`config.mk`:
```
export PLATFORM = sky130hd
export DESIGN_NAME = delay_arbiter
export DESIGN_NICKNAME = d
export VERILOG_FILES = /design/src/rtl/delay_arbiter.sv
export SDC_FILE = /design/constraint.sdc
export NUM_CORES = 1
export LEC_CHECK = 0
export CAP_MARGIN = 25
export CORE_ASPECT_RATIO = 0.7
export CORE_UTILIZATION = 40
export DETAILED_ROUTE_END_ITERATION = 12
export HOLD_SLACK_MARGIN = 0.08
export PLACE_DENSITY = 0.68
export SETUP_SLACK_MARGIN = 0.4
export SLEW_MARGIN = 20
export SYNTH_ARGS = -nofsm -noshare
export SYNTH_HDL_FRONTEND = slang
export SYNTH_SLANG_ARGS = --single-unit
export TNS_END_PERCENT = 30
```
`constraint.sdc`:
```
create_clock -name clk -period 2.57 [get_ports clk]
set_input_delay 0.257 -clock clk [delete_from_list [all_inputs] [get_ports clk]]
set_output_delay 0.257 -clock clk [all_outputs]
set_load 0.02 [all_outputs]
```
`src/rtl/delay_arbiter.sv`:
```
// Round-robin arbiter sharing one delay timer between NREQ requesters.
// Optional watchdog abort enabled by defining DELAY_ARB_WDOG_EN.
module delay_arbiter #(
  parameter int NREQ        = 4,
  parameter int WDOG_CYCLES = 4200000
) (
  input  logic              clk,
  input  logic              reset,
  input  logic [NREQ-1:0]   req_i,
  input  logic [2*NREQ-1:0] sel_i,
  output logic [NREQ-1:0]   grant_o,
  output logic [NREQ-1:0]   done_o,
  output logic              busy_o,
  output logic              tmr_enable_o,
  output logic [1:0]        tmr_x_o,
  input  logic              tmr_ready_i,
  output logic              err_o,
  output logic [1:0]        dbg_state_o
);

  localparam int IW = $clog2(NREQ);

  typedef enum logic [1:0] {
    ST_IDLE = 2'd0,
    ST_WAIT = 2'd1,
    ST_DONE = 2'd2
  } state_t;

  // Handshake: req_i is a level held by the requester until done_o or withdrawal;
  // the owner sees done_o for one cycle and must drop req_i on the following edge.
  state_t          r_state;
  logic [IW-1:0]   r_ptr;
  logic [NREQ-1:0] r_grant;
  logic [NREQ-1:0] r_done;
  logic            r_busy;
  logic            r_en;
  logic [1:0]      r_x;

  logic            w_found;
  logic [IW-1:0]   w_win;
  logic [IW-1:0]   w_idx;
  logic [1:0]      w_sel;

  // Search starts one past the last winner and wraps around.
  always_comb begin
    w_found = 1'b0;
    w_win   = '0;
    w_idx   = '0;
    w_sel   = 2'b00;
    for (int k = 1; k <= NREQ; k++) begin
      w_idx = IW'((int'(r_ptr) + k) % NREQ);
      if (!w_found && req_i[w_idx]) begin
        w_found = 1'b1;
        w_win   = w_idx;
        w_sel   = sel_i[{w_idx, 1'b0} +: 2];
      end
    end
  end

`ifdef DELAY_ARB_WDOG_EN
  localparam int CW = ($clog2(WDOG_CYCLES) > 23) ? $clog2(WDOG_CYCLES) : 23;
  logic [CW-1:0] r_cnt;
  logic          r_err;
`endif

  always_ff @(posedge clk or posedge reset) begin
    if (reset) begin
      r_state <= ST_IDLE;
      r_ptr   <= IW'(NREQ - 1);
      r_grant <= '0;
      r_done  <= '0;
      r_busy  <= 1'b0;
      r_en    <= 1'b0;
      r_x     <= 2'b00;
`ifdef DELAY_ARB_WDOG_EN
      r_cnt   <= '0;
      r_err   <= 1'b0;
`endif
    end else begin
      r_done <= '0;
`ifdef DELAY_ARB_WDOG_EN
      r_err  <= 1'b0;
`endif
      case (r_state)
        ST_IDLE: begin
          if (w_found) begin
            r_state <= ST_WAIT;
            r_grant <= NREQ'(1) << w_win;
            r_x     <= w_sel;
            r_en    <= 1'b1;
            r_busy  <= 1'b1;
            r_ptr   <= w_win;
`ifdef DELAY_ARB_WDOG_EN
            r_cnt   <= '0;
`endif
          end
        end
        ST_WAIT: begin
          // Ready takes priority over both withdrawal and the watchdog.
          if (tmr_ready_i) begin
            r_state <= ST_DONE;
            r_done  <= r_grant;
            r_en    <= 1'b0;
          end else if ((req_i & r_grant) == '0) begin
            r_state <= ST_IDLE;
            r_grant <= '0;
            r_en    <= 1'b0;
            r_busy  <= 1'b0;
          end
`ifdef DELAY_ARB_WDOG_EN
          else if (r_cnt == CW'(WDOG_CYCLES - 1)) begin
            r_state <= ST_IDLE;
            r_grant <= '0;
            r_en    <= 1'b0;
            r_busy  <= 1'b0;
            r_err   <= 1'b1;
          end else begin
            r_cnt <= r_cnt + 1'b1;
          end
`endif
        end
        ST_DONE: begin
          r_state <= ST_IDLE;
          r_grant <= '0;
          r_busy  <= 1'b0;
        end
        default: begin
          r_state <= ST_IDLE;
          r_grant <= '0;
          r_en    <= 1'b0;
          r_busy  <= 1'b0;
        end
      endcase
    end
  end

  assign grant_o      = r_grant;
  assign done_o       = r_done;
  assign busy_o       = r_busy;
  assign tmr_enable_o = r_en;
  assign tmr_x_o      = r_x;
  assign dbg_state_o  = r_state;

`ifdef DELAY_ARB_WDOG_EN
  assign err_o = r_err;
`else
  // No watchdog: the limit only participates in a constant-false term.
  assign err_o = 1'b0 && (WDOG_CYCLES < 0);
`endif

endmodule

```
==> results of run 1 <==
cell usage after synthesis (3+ instances only):
cell type / count / share of area, %
a21oi_1: 5 / 2.2
a22o_1: 3 / 2.3
and2_1: 4 / 2.2
buf_2: 5 / 2.2
clkbuf_1: 3 / 0.97
dfrtp_1: 14 / 30
inv_1: 4 / 1.3
mux2i_1: 5 / 4.3
mux4_2: 3 / 5.8
nand2_1: 3 / 0.97
nand2b_1: 3 / 1.6
nand4_1: 3 / 1.6
nor2_1: 8 / 2.6
nor3b_1: 4 / 2.6
nor4bb_1: 3 / 2.6
o21ai_0: 6 / 2.6
logic make-up after synthesis:
family / after synthesis
other cells: 1
compound gates: 37
buf+inv: 15
simple gates: 41
flops: 16
mux: 9
power by group through the flow:
stage | Clock (mW) | Combinational (mW) | Sequential, mW
floorplan | 0 | 0.534 | 0.516
detailed placement | 0 | 0.862 | 0.480
global route | 0.242 | 0.934 | 0.496
CTS | 0.229 | 0.866 | 0.479
global placement | 0 | 0.856 | 0.479
finish | 0.223 | 0.871 | 0.480
final cells by class:
| class | count | area (um2) | area share, % |
|---|---|---|---|
| Clock buffer | 4 | 55.1 | 3.60 |
| Inverter | 4 | 15.0 | 0.983 |
| Multi-Input combinational cell | 88 | 679 | 44.5 |
| Sequential cell | 16 | 403 | 26.4 |
| Tap cell | 34 | 42.5 | 2.78 |
| Timing Repair Buffer | 35 | 333 | 21.8 |
flip-flops by register name (all words and copies together), names as in the netlist:
name,flops
busy_o,1
r_ptr,2
done_o,4
dbg_state_o,2
grant_o,4
tmr_x_o,2
tmr_enable_o,1
per-layer routing:
metal	GRT usage, %	wire length, um
met4	1.28	0
met5	0	0
met1	33.9	1550
met2	29.4	1240
met3	3.88	241
metrics by stage:
step                power (mW)  util [%]  area (um2)
finish                    1.57      58.6        1530
global route              1.67      58.6        1530
global placement          1.33      56.5        1470
detailed placement        1.34      56.5        1470
floorplan                 1.05         -        1160
CTS                       1.57      58.6        1530
how the worst max path moves through the flow:
| stage | start | endpoint | slack (ns) | cells past startpoint |
|---|---|---|---|---|
| global placement | req_i[2] | tmr_x_o[0] | 0.33 | 6 |
| CTS | r_ptr[1] | tmr_x_o[0] | 0.55 | 4 |
| finish | r_ptr[1] | tmr_x_o[0] | 0.54 | 4 |
| floorplan | r_ptr[0] | tmr_x_o[0] | 0.79 | 5 |
| global route | r_ptr[1] | tmr_x_o[0] | 0.45 | 4 |
| detailed placement | req_i[2] | tmr_x_o[0] | 0.32 | 6 |
==> impl_metrics.ini, run 1 <==
[run_status]
outcome = finished clean

[routing]
drt_wl_total_um = 3030
ant_nets = 0
wl_per_cell_um = 16.7
vias = 1064
dr.pass1.iters = 4
vias_per_cell = 5.88
drc = 0
drt-initial-drc-count = 91

[critical_path]
cp_top_family = flip-flops
r2r_setup_slack_ns = 0.54
cp-end-kind = register
critPathBufInv = 0
worst_path_largest_cell_delay_ns = 0.75
worst_setup_path_start_kind = register
crit_chain = mux4_2, nand2_1, o311ai_1, o41a_1
crit_type = reg2reg
r2r_end = tmr_x_o[0]
r2r_start = r_ptr[1]
crit_arrival_ns = 2.16
worstPathRequired_ns = 2.70
r2r_cells = 4
cpMaxStageDelayCell = dfstp_2
crit_fanout = 18

[floorplanning]
num_io_pins = 30
die_area_um2 = 3130
dieHeight_um = 47.1
fp.dieW_um = 66.5
core_area_um2 = 2610
row_count = 15
start_util_pct = 44.6

[pwr]
p_sw_share_pct = 40.8
p_clk_share_pct = 14.2
pwr-share-comb_pct = 55.3
p_int_uw = 932
seqPwrFrac_pct = 30.5
power.density_nw_per_um2 = 1030
p_leak_nw = 0.620
peakVddDrop_v = 0.000778
p_switching_uw = 643

[cells_and_area]
diodes = 0
layout_commonest_cell = clkdlybuf4s50_1
final_nets = 163
final_cells = 181
area_growth_syn_to_layout_pct = 31.3
layout_common_cells = 28 x clkdlybuf4s50_1, 14 x dfrtp_1, 8 x nor2_1
fillerInstances = 227
drive_gt1_share_pct = 13.6

[placement]
pre_cts_slack_ns = 0.315
hpwl_um = 2260
post-place-cells = 177
portBuffers = 28
gp_congestion = 0.812

[logic_synthesis]
post_synth_num_cell_types = 51
synth-compound-area-share_pct = 24.1
syn_area_um2 = 1160
synth_fa_ha_area_share_pct = 0
ys_warn_count = 0
ys_ff_latch = 16
synth_top_family_by_area = compound AO/OA/AOI/OAI gates
synth_edf_count = 0
muxShareOfSynthArea_pct = 11.1
syn_inst = 119
yosysSeqAreaShare_pct = 34.6
ys_async_sr_fraction_pct = 100
synth-simple-area-share_pct = 22.9
syn_avg_cell_area_um2 = 9.78
syn_nets = 134
synth_flop_cell = dfrtp_1
synth_xor_area_share_pct = 0

[sta]
tns_ns = 0
maxSlewHeadroom_pct = 56.3
finalCritPeriodShare_pct = 78.9
setup_viol = 0
rsz0062_at_grt = false
clock.fmax_mhz = 493
worstMarginPinSlew_ns = 0.655
slew_violations = 0
layout_min_cycle_time_ns = 2.03
skew_ns = 0.00469
worst_slack_ns = 0.543
hold_viol = 0
whs_ns = 0.393

[grt]
grt_pass1_vias = 932
grt_max_degree = 27
globalRouteOverflowTotal = 0
grt_antenna_before_repair = 0
gr-usage-all-layers_pct = 20.8
grt_pass1_wl_um = 4780

[clock_network]
cts.sink_count = 16
ctsResizeCount = 0
post_cts_buffers = 0
clock_path_buffers = 2
cts_made_buffers = 3
hold_buffers = 0
clk_latency_ns = 0.25
cts.htree.levels = 1
cts-root-buf = clkbuf_8
cts_tree = yes
path_clk_slew_ns = 0.07

[job]
drv_cap = 0

[min_path]
hold_path_class = in2async
No activity file was read; power rests on OpenSTA's default activity.
==> run 2, diff against run 1 <==
==> constraint.sdc (replaced) <==
create_clock -name clk -period 2.1 [get_ports clk]
set_input_delay 0.21 -clock clk [delete_from_list [all_inputs] [get_ports clk]]
set_output_delay 0.21 -clock clk [all_outputs]
set_load 0.02 [all_outputs]
==> run 2 against run 1 <==
Compared with the run above: register-to-register slack got worse by 0.28 ns; final cell count increased by 5.0%; flip-flop and latch count unchanged; global-route usage increased by 3.9 points; routed wire length increased by 10%; critical path depth unchanged; sequential power increased by 23%; non-clock buffer count increased by 9; worst hold slack got worse by 0.042 ns; sequential share of layout area decreased by 1.7 points; worst setup slack got worse by 0.28 ns; via count increased by 7.5%; largest cell class unchanged; highest routed layer unchanged.
==> impl_metrics.ini, run 2 (same netlist as run 1, synthesis figures left out) <==
[floorplanning]
num_io_pins = 30
start_util_pct = 44.6
die_area_um2 = 3130
core_area_um2 = 2610
dieHeight_um = 47.1
row_count = 15
fp.dieW_um = 66.5

[critical_path]
crit_chain = mux4_2, nand2_1, o311ai_1, o41a_1
crit_arrival_ns = 1.97
crit_type = reg2reg
worstPathRequired_ns = 2.23
worst_path_largest_cell_delay_ns = 0.63
cp_top_family = flip-flops
worst_setup_path_start_kind = register
critPathBufInv = 0
cp-end-kind = register
crit_fanout = 8
cpMaxStageDelayCell = dfstp_2

[routing]
drt_wl_total_um = 3340
drc = 0
ant_nets = 0
drt-initial-drc-count = 138
vias_per_cell = 6.02
vias = 1144
dr.pass1.iters = 4
wl_per_cell_um = 17.6

[pwr]
p_switching_uw = 854
p_sw_share_pct = 40.8
pwr-share-comb_pct = 58.9
p_leak_nw = 0.681
p_clk_share_pct = 12.9
p_int_mw = 1.24
power.density_nw_per_um2 = 1280
seqPwrFrac_pct = 28.2
peakVddDrop_v = 0.000807

[clock_network]
cts_made_buffers = 3
cts.htree.levels = 1
clk_latency_ns = 0.25
cts.sink_count = 16
clock_path_buffers = 2
cts-root-buf = clkbuf_8
path_clk_slew_ns = 0.06
cts_tree = yes

[placement]
hpwl_um = 2540
portBuffers = 28
gp_congestion = 1.03

[cells_and_area]
diodes = 0
drive_gt1_share_pct = 19.9
final_nets = 172
layout_common_cells = 27 x clkdlybuf4s50_1, 15 x buf_4, 14 x dfrtp_1
fillerInstances = 213
area_growth_syn_to_layout_pct = 40.2
layout_commonest_cell = clkdlybuf4s50_1

[sta]
setup_viol = 0
rsz0062_at_grt = true
slew_violations = 0
clock.fmax_mhz = 543
finalCritPeriodShare_pct = 87.6
whs_ns = 0.352
tns_ns = 0
skew_ns = 0.00131
maxSlewHeadroom_pct = 58.9
layout_min_cycle_time_ns = 1.84
worstMarginPinSlew_ns = 0.615
hold_viol = 0

[grt]
globalRouteOverflowTotal = 0
grt_pass1_vias = 1083
gr-usage-all-layers_pct = 24.7
grt_pass1_wl_um = 5460
grt_max_degree = 17
grt_antenna_before_repair = 0

[min_path]
hold_path_class = in2async

[run_status]
outcome = finished clean

[job]
drv_cap = 0
==> run 2: final cells by class <==
cell class,count,area (um2),share of cell area (%)
Tap cell,34,42.5,2.61
Sequential cell,16,403,24.7
Timing Repair Buffer,44,415,25.5
Inverter,4,15.0,0.920
Clock buffer,4,55.1,3.37
Multi-Input combinational cell,88,701,42.9
==> run 2: timing repair <==
action | in CTS | in global routing
buffers inserted | 4 | 0
pin swaps | 1 | 0
cloned | 0 | 0
gates resized for setup | 3 | 1
hold buffers | 0 | 0
setup endpoints to repair | 9 | 8
==> run 2: final timing paths <==
path / startpoint / to / slack [ns] / depth (start not counted)
hold reg to reg: tmr_enable_o / tmr_enable_o / 0.49 / 1
hold / removal: reset / tmr_x_o[0] / 0.35 / 2
min in group clk: tmr_enable_o / tmr_enable_o / 0.49 / 1
setup reg to reg: r_ptr[0] / tmr_x_o[0] / 0.26 / 4
setup / recovery: r_ptr[0] / tmr_x_o[0] / 0.26 / 4
max in group asynchronous: reset / tmr_x_o[1] / 1.35 / 2
==> run 2: stage by stage <==
step                      instance area, um2  util [%]  setup WS (ns)  total power [mW]  std cells
after floorplan                         1170         -          0.393              1.30        119
final                                   1630      62.5          0.260              2.09        190
after global placement                  1520      58.4        -0.0275              1.70        182
after global routing                    1630      62.5          0.194              2.21        190
after detailed placement                1520      58.4        -0.0612              1.72        182
after CTS                               1630      62.4          0.259              2.09        190
==> run 2: per-layer routing <==
| layer | track usage (%) | routed length [um] |
|---|---|---|
| met1 | 36.4 | 1530 |
| met2 | 37.3 | 1480 |
| met3 | 7.04 | 328 |
| met4 | 2.55 | 0 |
| met5 | 0 | 0 |
==> run 2: power by group through the flow <==
stage               Combinational [mW]  Sequential [mW]  Clock [mW]
finish                            1.23            0.590       0.270
global placement                  1.10            0.604           0
global route                      1.31            0.616       0.290
floorplan                        0.669            0.632           0
CTS                               1.22            0.590       0.277
detailed placement                1.11            0.609           0
